===== config.mk =====
export PLATFORM = sky130hd
export DESIGN_NAME = int_addsub_pipe
export DESIGN_NICKNAME = d
export VERILOG_FILES = /design/src/rtl/int_addsub_pipe.sv
export SDC_FILE = /design/constraint.sdc
export NUM_CORES = 1
export LEC_CHECK = 0
export BUFFER_PORTS_ARGS = -buffer_cell sky130_fd_sc_hd__buf_2
export CAP_MARGIN = 0
export CORE_AREA = 2 2 160 162
export CTS_BUF_LIST = sky130_fd_sc_hd__clkbuf_8 sky130_fd_sc_hd__clkbuf_16
export CTS_CLUSTER_DIAMETER = 60
export CTS_CLUSTER_SIZE = 10
export DETAILED_ROUTE_END_ITERATION = 10
export DIE_AREA = 0 0 162 164
export HOLD_SLACK_MARGIN = 0.1
export SYNTH_ARGS = -nofsm -noshare
export SYNTH_HDL_FRONTEND = slang
export SYNTH_SLANG_ARGS = --single-unit

===== constraint.sdc =====
create_clock -name clk -period 3.6 [get_ports clk]
set_clock_uncertainty 0.2 [all_clocks]
set_input_delay 0.72 -clock clk [delete_from_list [all_inputs] [get_ports clk]]
set_output_delay 0.72 -clock clk [all_outputs]
set_load 0.05 [all_outputs]

===== src/rtl/int_addsub_pipe.sv =====
// Chunked add/subtract pipeline (ADD/SUB/ADC/SBB) with carry/overflow/zero/negative flags.
// Latency DATA_WIDTH/CHUNK_WIDTH register stages; the whole pipe freezes while out_valid & ~out_ready.
module int_addsub_pipe #(
  parameter int DATA_WIDTH  = 32,
  parameter int CHUNK_WIDTH = 8
) (
  input  logic                  clk,
  input  logic                  rst,
  input  logic                  in_valid,
  output logic                  in_ready,
  input  logic [1:0]            op,
  input  logic [DATA_WIDTH-1:0] data_a,
  input  logic [DATA_WIDTH-1:0] data_b,
  input  logic                  carry_in,
  output logic                  out_valid,
  input  logic                  out_ready,
  output logic [DATA_WIDTH-1:0] sum,
  output logic                  carry_out,
  output logic                  overflow,
  output logic                  zero,
  output logic                  negative
);
  localparam int STAGES = DATA_WIDTH / CHUNK_WIDTH;
  localparam int CW     = CHUNK_WIDTH;

  logic                  advance;
  logic [DATA_WIDTH-1:0] b_eff;
  logic                  c0;

  // Per-stage pipeline state; a_q/b_q hold the not-yet-consumed operand chunks, shifted down.
  logic                  vld_q [STAGES];
  logic [DATA_WIDTH-1:0] res_q [STAGES];
  logic                  cry_q [STAGES];
  logic                  zro_q [STAGES];
  logic [DATA_WIDTH-1:0] a_q   [STAGES-1];
  logic [DATA_WIDTH-1:0] b_q   [STAGES-1];
  logic                  ovf_q;

  assign advance  = ~out_valid | out_ready;
  assign in_ready = advance;

  always_comb begin
    b_eff = data_b;
    c0    = 1'b0;
    case (op)
      2'b00: begin b_eff = data_b;  c0 = 1'b0;      end
      2'b01: begin b_eff = ~data_b; c0 = 1'b1;      end
      2'b10: begin b_eff = data_b;  c0 = carry_in;  end
      2'b11: begin b_eff = ~data_b; c0 = ~carry_in; end
      default: begin b_eff = data_b; c0 = 1'b0;     end
    endcase
  end

  for (genvar s = 0; s < STAGES; s++) begin : g_st
    logic [CW-1:0]         a_c;
    logic [CW-1:0]         b_c;
    logic                  c_i;
    logic                  z_i;
    logic                  v_i;
    logic [DATA_WIDTH-1:0] r_i;
    logic [CW:0]           cs;

    if (s == 0) begin : g_first
      assign a_c = data_a[CW-1:0];
      assign b_c = b_eff[CW-1:0];
      assign c_i = c0;
      assign z_i = 1'b1;
      assign v_i = in_valid;
      assign r_i = '0;
    end else begin : g_next
      assign a_c = a_q[s-1][CW-1:0];
      assign b_c = b_q[s-1][CW-1:0];
      assign c_i = cry_q[s-1];
      assign z_i = zro_q[s-1];
      assign v_i = vld_q[s-1];
      assign r_i = res_q[s-1];
    end

    assign cs = {1'b0, a_c} + {1'b0, b_c} + {{CW{1'b0}}, c_i};

    always_ff @(posedge clk) begin
      if (rst) begin
        vld_q[s] <= 1'b0;
        res_q[s] <= '0;
        cry_q[s] <= 1'b0;
        zro_q[s] <= 1'b0;
      end else if (advance) begin
        vld_q[s] <= v_i;
        res_q[s] <= r_i | (DATA_WIDTH'(cs[CW-1:0]) << (CW * s));
        cry_q[s] <= cs[CW];
        zro_q[s] <= z_i & (cs[CW-1:0] == '0);
      end
    end

    if (s < STAGES - 1) begin : g_fwd
      if (s == 0) begin : g_src_in
        always_ff @(posedge clk) begin
          if (rst) begin
            a_q[s] <= '0;
            b_q[s] <= '0;
          end else if (advance) begin
            a_q[s] <= data_a >> CW;
            b_q[s] <= b_eff >> CW;
          end
        end
      end else begin : g_src_pipe
        always_ff @(posedge clk) begin
          if (rst) begin
            a_q[s] <= '0;
            b_q[s] <= '0;
          end else if (advance) begin
            a_q[s] <= a_q[s-1] >> CW;
            b_q[s] <= b_q[s-1] >> CW;
          end
        end
      end
    end else begin : g_last
      // Carry into the MSB is recovered from the MSB sum bit and its two operand bits.
      always_ff @(posedge clk) begin
        if (rst) begin
          ovf_q <= 1'b0;
        end else if (advance) begin
          ovf_q <= (cs[CW-1] ^ a_c[CW-1] ^ b_c[CW-1]) ^ cs[CW];
        end
      end
    end
  end

  assign out_valid = vld_q[STAGES-1];
  assign sum       = res_q[STAGES-1];
  assign carry_out = cry_q[STAGES-1];
  assign zero      = zro_q[STAGES-1];
  assign overflow  = ovf_q;
  assign negative  = sum[DATA_WIDTH-1];

endmodule


==> metrics.cfg <==
[outcome]
outcome = finished clean

[floorplan]
core_area_mm2 = 0.0248
start_util = 0.345
rows = 58
dieHeight_um = 164
dieWidth_um = 162
die_area_mm2 = 0.0266
pin_count = 109

[min_path]
hold_start = overflow
hold_path_depth = 2
hold_class = register to register
hold_end = overflow

[logic_synthesis]
ys_ff_latch = 189
syn_area_per_cell_um2 = 13.8
synthFlopType = edfxtp_1
yosys_warnings = 0
syn_inst = 623
synthArstFlopShare = 0
synth_commonest_cells = edfxtp_1, and2_1, nor2_1
synth_area_leaders = edfxtp_1, and2_1, ha_1
synth_edf_count = 188
yosys.area.top_type = edfxtp_1
yosysTopAreaCellShare = 0.659
mappedNetlistArea_mm2 = 0.00857
synth_most_common_cell = edfxtp_1
synth.distinct_cells = 48
syn-num-nets = 730
yosysSeqAreaShare = 0.661

[setup_path]
ff2ff_setup_slack_ns = 0.92
path_class = primary input to register
cp-end-kind = register
worstPathCellList = buf_2 -> xnor2_1 -> fa_1 -> fa_1 -> nor2b_1 -> o21ai_0 -> a21boi_1 -> o31a_1 -> nor2_1 -> nor4_1
path_buf_inv = 1
worstSetupStartpoint = op[0]
r2r-end = zro_q[2]
crit-reg2reg-launch = b_q[1][0]
required_ns = 3.65
cp_common_cell = fa_1
cp-start-kind = primary input
worstRegToRegCells = 9
cp_top_family = adder cells
crit_fanout = 5
critical_path_cell_count = 10
critPathArrivalTime_ns = 2.90
cpMaxStageDelayCell = fa_1
slowest_delay_ns = 0.44

[detailed_routing]
wirelength_um = 14200
drtPass1Iterations = 4
vias = 4766
drc_errors = 0
viasPerCell = 4.44
detail-route-antenna-nets = 0
wl_per_cell_um = 13.2
drt_iter0_drc = 257

[timing]
rsz0062_at_grt = false
max_freq_mhz = 351
post-route-period-util = 0.792
relSlewSlack = 0.559
setup_slack_ns = 0.750
slew_violations = 0
worst_pin_slew_ns = 0.662
period_minus_slack_ns = 2.85
finalSetupTns_ns = 0
finalSetupViolations = 0
timing.hold.ws_ns = 0.283
finalHoldViolations = 0

[clock_network]
cts_setup_buffers = 0
cts.path.max_buffers = 2
ctsHtreeMaxLevel = 4
cts.sink_count = 189
cts_root_buf = clkbuf_16
hold_buffers = 0
cts_buffers = 17
cts_resized = 0
path_clk_slew_ns = 0.07
clock_latency_ns = 0.42
cts_tree = yes

[finish]
nets = 838
layout-drive-gt1-share = 0.207
area_growth_syn_to_layout_pct = 17.6
n_antenna_cell = 0
utilization = 0.406

[global_route]
grt_max_degree = 137
antenna_found_initial = 0
grt_pass1_wl_um = 22900
grt_usage = 0.112
gr-total-overflow = 0
grt_pass1_vias = 4539

[flow_run]
drv_cap = 0

[placed_design]
gp_congestion = 0.787
dp_slack_ns = 0.226
place_hpwl_um = 9140
portBuffers = 108

[pwr]
power.total_mw = 4.95
powerDensity_mw_per_mm2 = 491
irDropWorstVdd_uv = 253
leakagePower_nw = 4.25

[layer usage]
metal  global-route usage  vias to the layer above  share of wire
li1                     -                     2414              -
met1                0.144                     2223           0.45
met2                0.185                      116           0.49
met3               0.0222                       13          0.045
met4               0.0455                        0          0.018
met5                    0                        -              0
[per-stage QoR]
step | cell area, um^2 | instances
final | 10100 | 1074
after global placement | 9520 | 1042
after detailed placement | 9520 | 1042
after floorplan | 8570 | 623
after global routing | 10100 | 1074
after CTS | 10100 | 1074
[sequential cells by signal, summed over array words and instances, names as in the netlist]
name	cells
res_q	80
a_q	48
b_q	48
cry_q	4
vld_q	4
zro_q	4
overflow	1
[worst max-delay path by stage]
stage,to
floorplan,zro_q[0]
global placement,zro_q[0]
detailed placement,zro_q[0]
CTS,zro_q[0]
global route,zro_q[0]
finish,zro_q[0]
[worst register-to-register path, delay by kind of cell, from the launching register on]
kind / cells / cell delay, ns
AOI/OAI and AO/OA: 4 / 0.78
adders and majority gates: 2 / 0.69
DFF: 1 / 0.40
and+or+nand+nor: 2 / 0.30
buffers and inverters: 1 / 0.09
[power breakdown]
| group | switching (mW) | internal [mW] | leakage (nW) | total (mW) |
|---|---|---|---|---|
| sequential | 0.0386 | 2.59 | 2.24 | 2.63 |
| combinational | 0.329 | 0.223 | 1.75 | 0.552 |
| clock | 0.863 | 0.907 | 0.262 | 1.77 |
[cells by family (layout without fill, tap and decap cells)]
logic type,after synthesis,after routing,synth area share
AND/OR/NAND/NOR,241,241,0.159
flip-flops,189,189,0.661
AO/OA/AOI/OAI,65,65,0.0496
XOR/XNOR,49,49,0.0509
buffers and inverters,43,164,0.0199
adder cells (fa/ha/maj),36,36,0.0596
[placed cells by master (no fill, tap or decap), types with 2 or more instances in the layout]
cell type   instances
o21ai_1             2
o21a_1              5
clkinvlp_4          4
a211oi_1            4
o21ai_0            20
o31a_1              3
nand2_1             7
edfxtp_1          188
nand2b_1            3
buf_4               4
buf_2             108
a21o_1              7
and4b_1             3
fa_1                8
ha_1               28
buf_12              3
clkinv_4            3
o311ai_0            3
nor3_1              9
nor2b_1             8
nor2_1             59
inv_8               3
inv_6               2
xnor2_1            32
xor2_1             16
clkbuf_16          17
nor4_1              4
a21oi_1            12
and2_1            133
nand4b_1            2
inv_1              17
[cell type report]
class	instances	area, um^2
clock buffers	17	425
clock inverters	15	133
fillers	2371	14700
inverters	17	63.8
multi-input cells	391	2750
flip-flops and latches	189	5670
well taps	330	413
repair buffers	115	631
Note: power is estimated with default switching activity, not from simulation.
